## src/rtl/regfile_wb_scheduler.sv

```systemverilog
// Regfile writeback scheduler: round-robin shares one write port between ALU and LSU,
// and tracks outstanding loads in a per-register scoreboard that drives the decode hazard stall.
module regfile_wb_scheduler #(
    parameter int NREG = 32,
    parameter int AW   = 5,
    parameter int DW   = 32
) (
    input  logic            clk,
    input  logic            rst,
    input  logic            alu_valid_i,
    output logic            alu_ready_o,
    input  logic [AW-1:0]   alu_rd_i,
    input  logic [DW-1:0]   alu_data_i,
    input  logic            lsu_valid_i,
    output logic            lsu_ready_o,
    input  logic [AW-1:0]   lsu_rd_i,
    input  logic [DW-1:0]   lsu_data_i,
    input  logic            iss_load_i,
    input  logic [AW-1:0]   iss_rd_i,
    output logic            iss_ready_o,
    input  logic [AW-1:0]   rs1_id_i,
    input  logic [AW-1:0]   rs2_id_i,
    output logic            hazard_o,
    output logic            w_en_o,
    output logic [AW-1:0]   rd_id_o,
    output logic [DW-1:0]   rd_write_data_o,
    output logic [NREG-1:0] busy_o
);

    logic [NREG-1:0] busy_q, busy_d;
    logic            last_alu_q, last_alu_d;
    logic            w_en_q, w_en_d;
    logic [AW-1:0]   rd_id_q, rd_id_d;
    logic [DW-1:0]   wdata_q, wdata_d;

    logic alu_elig, lsu_elig, grant_alu, grant_lsu, iss_set;
    logic haz1, haz2;

    // An ALU write to a register with a load still outstanding would be overwritten
    // out of order by the load, so the ALU waits until the load lands.
    assign alu_elig  = alu_valid_i && !(busy_q[alu_rd_i] && alu_rd_i != '0);
    assign lsu_elig  = lsu_valid_i;
    assign grant_alu = alu_elig && (!lsu_elig || !last_alu_q);
    assign grant_lsu = lsu_elig && (!alu_elig ||  last_alu_q);

    assign alu_ready_o = grant_alu;
    assign lsu_ready_o = grant_lsu;

    assign iss_ready_o = !busy_q[iss_rd_i] || iss_rd_i == '0;
    assign iss_set     = iss_load_i && iss_ready_o && iss_rd_i != '0;

    assign haz1 = rs1_id_i != '0 && (busy_q[rs1_id_i] || (w_en_q && rd_id_q == rs1_id_i));
    assign haz2 = rs2_id_i != '0 && (busy_q[rs2_id_i] || (w_en_q && rd_id_q == rs2_id_i));
    assign hazard_o = haz1 || haz2;

    always_comb begin
        busy_d = busy_q;
        if (grant_lsu) busy_d[lsu_rd_i] = 1'b0;
        // Set after clear so a same-cycle issue to the landing register stays pending.
        if (iss_set)   busy_d[iss_rd_i] = 1'b1;
        busy_d[0] = 1'b0;
    end

    always_comb begin
        last_alu_d = last_alu_q;
        w_en_d     = 1'b0;
        rd_id_d    = rd_id_q;
        wdata_d    = wdata_q;
        if (grant_alu) begin
            last_alu_d = 1'b1;
            w_en_d     = alu_rd_i != '0;
            rd_id_d    = alu_rd_i;
            wdata_d    = alu_data_i;
        end else if (grant_lsu) begin
            last_alu_d = 1'b0;
            w_en_d     = lsu_rd_i != '0;
            rd_id_d    = lsu_rd_i;
            wdata_d    = lsu_data_i;
        end
    end

    always_ff @(posedge clk or posedge rst) begin
        if (rst) begin
            busy_q     <= '0;
            last_alu_q <= 1'b1;
            w_en_q     <= 1'b0;
            rd_id_q    <= '0;
            wdata_q    <= '0;
        end else begin
            busy_q     <= busy_d;
            last_alu_q <= last_alu_d;
            w_en_q     <= w_en_d;
            rd_id_q    <= rd_id_d;
            wdata_q    <= wdata_d;
        end
    end

    assign w_en_o          = w_en_q;
    assign rd_id_o         = rd_id_q;
    assign rd_write_data_o = wdata_q;
    assign busy_o          = busy_q;

endmodule

```

## config.mk

```make
export PLATFORM = sky130hd
export DESIGN_NAME = regfile_wb_scheduler
export DESIGN_NICKNAME = d
export VERILOG_FILES = /design/src/rtl/regfile_wb_scheduler.sv
export SDC_FILE = /design/constraint.sdc
export NUM_CORES = 1
export LEC_CHECK = 0
export CAP_MARGIN = 10
export CORE_MARGIN = 5
export CORE_UTILIZATION = 58
export CTS_CLUSTER_DIAMETER = 100
export DETAILED_ROUTE_END_ITERATION = 8
export DONT_BUFFER_PORTS = 1
export PLACE_DENSITY = 0.88
export SETUP_SLACK_MARGIN = 0.5
export SLEW_MARGIN = 20
export SYNTH_ARGS = -nofsm -noshare
export SYNTH_HDL_FRONTEND = slang
export SYNTH_SLANG_ARGS = --single-unit
```

## constraint.sdc

```tcl
create_clock -name clk -period 2.3 [get_ports clk]
set_input_delay 0.23 -clock clk [delete_from_list [all_inputs] [get_ports clk]]
set_output_delay 0.23 -clock clk [all_outputs]
set_load 0.01 [all_outputs]
```

=== After elaboration in Yosys (flattened, before gate mapping) ===
Index checks and enable logic that the tools add are counted.

* Register bits after elaboration: 70
* Input port bits: 94
* Output and inout port bits: 74
* Logic and storage cells: 69

* Order comparisons: 7
* Equal/unequal tests: 2
* Mux-type cells: 22
* Bitwise operators: 3
* Reduce and logical (&&, ||, !) cells: 30

{| class="wikitable"
|+ Operators with widths
! cell !! number
|-
| 32-bit two-way mux || 4
|-
| 32-bit bitwise AND || 1
|-
| 32-bit inverter || 1
|-
| 32-bit bitwise OR || 1
|-
| 5-bit by 6-bit < comparator with 1-bit output (second input constant) || 5
|-
| 5-bit nonzero test || 5
|-
| 1-bit binary-select mux with 5-bit select || 4
|-
| 1-bit logical AND || 12
|-
| 1-bit demux with 5-bit select || 2
|-
| 5-bit == test || 2
|-
| 5-bit by 1-bit greater-or-equal comparator with 1-bit output (second input constant) || 2
|-
| 1-bit two-way mux || 10
|-
| 5-bit two-way mux || 2
|-
| 1-bit logical OR || 6
|-
| 1-bit zero test || 5
|-
| 5-bit zero test || 1
|-
| 2-bit nonzero test || 1
|}

=== Logic depth before layout (Yosys ltp) ===
* Depth after elaboration: 11
* Depth in mapped cells: 9
* Depth with buffers taken out: 6

=== Worst setup path after synthesis ===
Ideal clock, no wire load.

* Path type: reg2out
* Start point: reg busy_q[23] (netlist: busy_o[23])
* End point: out lsu_ready_o
* Arrival time: 2.019 ns
* Data required time: 2.070 ns
* Setup slack: 0.051 ns
* Cell stages (with the launch flop): 7
* Buffers on the path: 1
* Cell sequence: dfrtp_1 mux4_2 a221o_1 a311o_1 o211ai_4 buf_6 inv_1

* Word-level cells in the longest chain between the ends: 8

{| class="wikitable"
|+ RTL lines
! what !! line !! text
|-
| from (decl) || 30 || <nowiki>logic [NREG-1:0] busy_q, busy_d;</nowiki>
|-
| from (signal assigned) || 90 || <nowiki>busy_q <= busy_d;</nowiki>
|-
| 1-bit binary-select mux with 5-bit select || 41 || <nowiki>assign alu_elig = alu_valid_i && !(busy_q[alu_rd_i] && alu_rd_i != '0);</nowiki>
|-
| 1-bit two-way mux (not written as such) || 41 ||
|-
| 1-bit logical AND || 41 ||
|-
| 1-bit zero test || 41 ||
|-
| 1-bit logical AND || 41 ||
|-
| 1-bit zero test || 44 || <nowiki>assign grant_lsu = lsu_elig && (!alu_elig || last_alu_q);</nowiki>
|-
| 1-bit logical OR || 44 ||
|-
| 1-bit logical AND || 44 ||
|-
| to (decl) || 15 || <nowiki>output logic lsu_ready_o,</nowiki>
|}

Every way passes these cells. The select of a mux whose other input is x is not followed.

=== Final worst setup path ===
* Start point: reg busy_q[28] (netlist: busy_o[28])
* End point: out alu_ready_o

* Word-level cells in the longest chain between the ends: 6

{| class="wikitable"
|+ RTL lines
! what !! line !! text
|-
| 1-bit binary-select mux with 5-bit select || 41 ||
|-
| 1-bit two-way mux (not written as such) || 41 ||
|-
| 1-bit logical AND || 41 ||
|-
| 1-bit zero test || 41 ||
|-
| 1-bit logical AND || 41 ||
|-
| 1-bit logical AND || 43 || <nowiki>assign grant_alu = alu_elig && (!lsu_elig || !last_alu_q);</nowiki>
|-
| to (decl) || 11 || <nowiki>output logic alu_ready_o,</nowiki>
|}

Every way passes these cells. The select of a mux whose other input is x is not followed.

==> run summary <==
======================================================================================================
Status .................................................................................. finished, violations left
Violated checks ......................................................................... setup timing
Via density per instance ................................................................         7.72
Area of the core ........................................................................    7770 um^2
Setup WS post-layout ....................................................................    -0.233 ns
Number of flops mapped to enable cells by yosys .........................................            0
Std cell rows ...........................................................................           32
Portion of total power attributed to combinational logic ................................        0.454
Worst vdd rail ir drop ..................................................................       405 uV
Unique masters post-synth ...............................................................           54
Fraction of registers with async set or reset after synthesis ...........................         1.00
Critical path launch point type .........................................................    flip-flop
Sequential element share of the synthesized area ........................................        0.379
Reg-to-reg critical path startpoint ..................................................... busy_o[19]$_DFF_PP0_
Global-route track usage on met1 ........................................................        0.417
Post-Route Utilization ..................................................................        0.802
Synthesized-area fraction occupied by ao, oa, aoi and oai cells .........................        0.261
Clock tree from TritonCTS ...............................................................          yes
Via count ...............................................................................         4808
Internal power contribution .............................................................      3030 uW
Fraction of power consumed by sequential logic ..........................................        0.361
Leak ....................................................................................   0.00231 uW
Adder-cell share of the synthesized area ................................................            0
First-pass DRT Iterations ...............................................................            5
Time the worst path needs with I/O delays and setup .....................................      2.53 ns
Power dissipated by switching net loads .................................................      2070 uW
Share of the synthesized netlist area taken by xor and xnor gates .......................       0.0189
Worst slack at placement ................................................................   -0.0698 ns
Count of synthesis-stage warnings from yosys ............................................            0
Worst hold slack across all endpoints ...................................................   0.00265 ns
CTS Root Buffer Type .................................................................... sky130_fd_sc_hd__clkbuf_8
Met2 layer usage reported by global route ...............................................        0.552
Num CTS Buffers .........................................................................            9
Worst clock skew on the final layout ....................................................    0.0143 ns
Predominant post-synthesis flop cell .................................................... sky130_fd_sc_hd__dfrtp_1
Number of top-level pins ................................................................          168
Required time worst endpoint ............................................................      2.07 ns
Arr. time, crit path ....................................................................      2.30 ns
Average routed wire per standard cell ...................................................      31.0 um
Number of antenna violations at the first check in global routing .......................            0
Main combinational cell family by area after synthesis .................................. compound AO/OA/AOI/OAI gates
Clock transition at the register clock pins on the worst setup and hold paths after CTS .      0.09 ns
Busiest layer in global routing .........................................................         met2
Final clock period utilization by the worst path ........................................         1.10
Wire length after detailed routing ......................................................      19.3 mm
Number of placed instances with taps included ...........................................          573
Clock tree buffer depth .................................................................            2
Mux share of post-synthesis cell area ...................................................        0.167
Switching part of the total .............................................................        0.406
Maximum number of pins on one net before global-route repair ............................           42
Clock latency reported for the late side of the worst-skew pair .........................      0.36 ns
Synthesized area ........................................................................    4630 um^2
CTS H-Tree Depth ........................................................................            3
Die Area ................................................................................    9860 um^2
Number of nets at the end of the flow ...................................................          610
DRC viols ...............................................................................            0
GR Layer Usage met3 .....................................................................        0.140
Number of max-cap violations ............................................................            0
Syn Inst Count ..........................................................................          461
Effective utilization at floorplan ......................................................        0.596
Post-Layout Inst Area ...................................................................    6230 um^2
Placer congestion estimate ..............................................................        0.995
Hold violation count in the final report ................................................            0
DRC marker count from the first detailed-route iteration ................................          790
Count of state elements after synthesis .................................................           70
Chip height .............................................................................      99.3 um
Clk sinks ...............................................................................           70
Critical path origin .................................................................... busy_o[28]$_DFF_PP0_
Fraction of final layout cells with drive strength greater than 1 .......................        0.493
Power per cell area .....................................................................  819 nW/um^2
Hold path start ......................................................................... lsu_data_i[11]
Remaining number of nets flagged by the antenna check after routing .....................            0
Global-route wire length before repair ..................................................      26.2 mm
DPL Wire Length .........................................................................      11.4 mm
GRT Residual Overflow ...................................................................            0
Total routing usage reported by global routing ..........................................        0.343
Setup CP Type ...........................................................................      reg2out
Die X-Extent ............................................................................      99.3 um
Final Slew Violations ...................................................................            0
HP Class ................................................................................       in2reg
Final setup violation count .............................................................           72
Mean instance size in the synthesized netlist ...........................................    10.0 um^2
Slew of the pin with the lowest slew margin .............................................     0.653 ns
Synth-to-Final Area Change ..............................................................        34.7%
Unrepaired setup endpoints after global routing .........................................         true
Vias in the first global route ..........................................................         4665
Slew margin rel. ........................................................................        0.562
Share of power burned in the clock network ..............................................        0.184
Number of non-filler instances in the completed layout ..................................          623
Worst-path fanout max ...................................................................            6
Post-Synthesis Net Count ................................................................          555
Count of buffers from port buffering ....................................................            0
Post-place instance area ................................................................    5010 um^2
Maximum achievable frequency ............................................................    0.395 GHz
Antenna diode count .....................................................................            0
CP endpoint kind ........................................................................   output pin
Simple-gate portion of the synthesized area .............................................        0.121
======================================================================================================
## power groups by stage
stage | logic, uW | registers (uW) | clock network (uW)
5_1_grt | 2420 | 1860 | 995
3_3_place_gp | 1600 | 1820 | 0
6_report | 2320 | 1850 | 941
2_1_floorplan | 1020 | 1890 | 0
4_1_cts | 2040 | 1810 | 908
3_5_place_dp | 1670 | 1840 | 0
## worst paths after layout
| path | end | slack (ns) | cells past startpoint |
|---|---|---|---|
| max | alu_ready_o | -0.23 | 6 |
| min | rd_write_data_o[11]$_DFFE_PP0P_ | 0.003 | 2 |
| max in group asynchronous | rd_write_data_o[4]$_DFFE_PP0P_ | 1.07 | 3 |
| max reg2reg | rd_write_data_o[20]$_DFFE_PP0P_ | -0.18 | 9 |
| min in group asynchronous | busy_o[8]$_DFF_PP0_ | 0.44 | 2 |
| min reg2reg | busy_o[5]$_DFF_PP0_ | 0.58 | 2 |
## final cells by class
type / instances / area [um^2]
Timing Repair Buffer: 83 / 926
Inverter: 7 / 30.0
Clock buffer: 9 / 124
Sequential cell: 70 / 1760
Fill cell: 400 / 1540
Tap cell: 102 / 128
Multi-Input combinational cell: 345 / 3220
Clock inverter: 7 / 50.0
## synth_stat cells, types with 5 or more instances
master	n	area [um^2]
sky130_fd_sc_hd__inv_1	7	26.3
sky130_fd_sc_hd__a21oi_2	25	219
sky130_fd_sc_hd__clkbuf_1	18	67.6
sky130_fd_sc_hd__buf_6	5	56.3
sky130_fd_sc_hd__nor3_1	10	50.1
sky130_fd_sc_hd__mux2i_1	5	50.1
sky130_fd_sc_hd__dfrtp_1	69	1730
sky130_fd_sc_hd__buf_2	7	35.0
sky130_fd_sc_hd__o31ai_1	24	180
sky130_fd_sc_hd__nor2b_1	5	31.3
sky130_fd_sc_hd__nand3b_1	7	52.6
sky130_fd_sc_hd__nand2_1	14	52.6
sky130_fd_sc_hd__o41ai_1	7	61.3
sky130_fd_sc_hd__o21ai_0	100	500
sky130_fd_sc_hd__nand2b_1	6	37.5
sky130_fd_sc_hd__xor2_1	8	70.1
sky130_fd_sc_hd__a21oi_1	11	55.1
sky130_fd_sc_hd__mux4_2	30	676
sky130_fd_sc_hd__nor2_1	46	173
## placed cells by master, fill, tap and decap left out, types with 13 or more instances in the layout
master	count
sky130_fd_sc_hd__o21ai_0	63
sky130_fd_sc_hd__buf_4	46
sky130_fd_sc_hd__dfrtp_1	67
sky130_fd_sc_hd__nor2_4	35
sky130_fd_sc_hd__o31ai_1	17
sky130_fd_sc_hd__buf_6	18
sky130_fd_sc_hd__a21oi_2	35
sky130_fd_sc_hd__nand2_1	13
sky130_fd_sc_hd__o21ai_1	27
sky130_fd_sc_hd__mux4_2	30
## critical path: stages, from the launching register on
cell,delay (ns)
sky130_fd_sc_hd__dfrtp_2,0.49
sky130_fd_sc_hd__mux4_2,0.50
sky130_fd_sc_hd__nand2b_1,0.23
sky130_fd_sc_hd__a31oi_2,0.32
sky130_fd_sc_hd__a2bb2oi_4,0.13
sky130_fd_sc_hd__nor2_4,0.17
sky130_fd_sc_hd__buf_6,0.12
## layer usage
metal,share of wire,vias up
li1,-,1867
met1,0.32,2297
met2,0.48,513
met3,0.15,131
met4,0.060,0
met5,0,-
## sequential cells by signal, summed over array words and instances, names as in the netlist
signal,count
w_en_o,1
rd_write_data_o,32
busy_o,31
last_alu_q,1
rd_id_o,5
## kinds of logic (layout without fill, tap and decap cells)
family                    count (synthesis)  after routing
buffers and inverters                    46            106
other                                     1              1
DFF                                      70             70
muxes                                    39             39
xor gates and xnor gates                 10             10
and+or+nand+nor                         109            109
AOI/OAI and AO/OA                       186            186
## through the flow
step | total power [uW] | setup TNS, ns
after floorplan | 2910 | 0
after global placement | 3420 | 0
after detailed placement | 3510 | -0.440
after CTS | 4750 | -2.65
after global routing | 5270 | -10.17
final | 5110 | -7.52
## what timing repair did
action	CTS	global route
cloned	5	0
gates resized for setup	114	47
pin swaps	7	10
endpoints found under the setup margin	74	74
hold buffers	1	3
buffers inserted	20	5
endpoints found under the hold margin	24	3
Note: power is estimated with default switching activity, not from simulation.
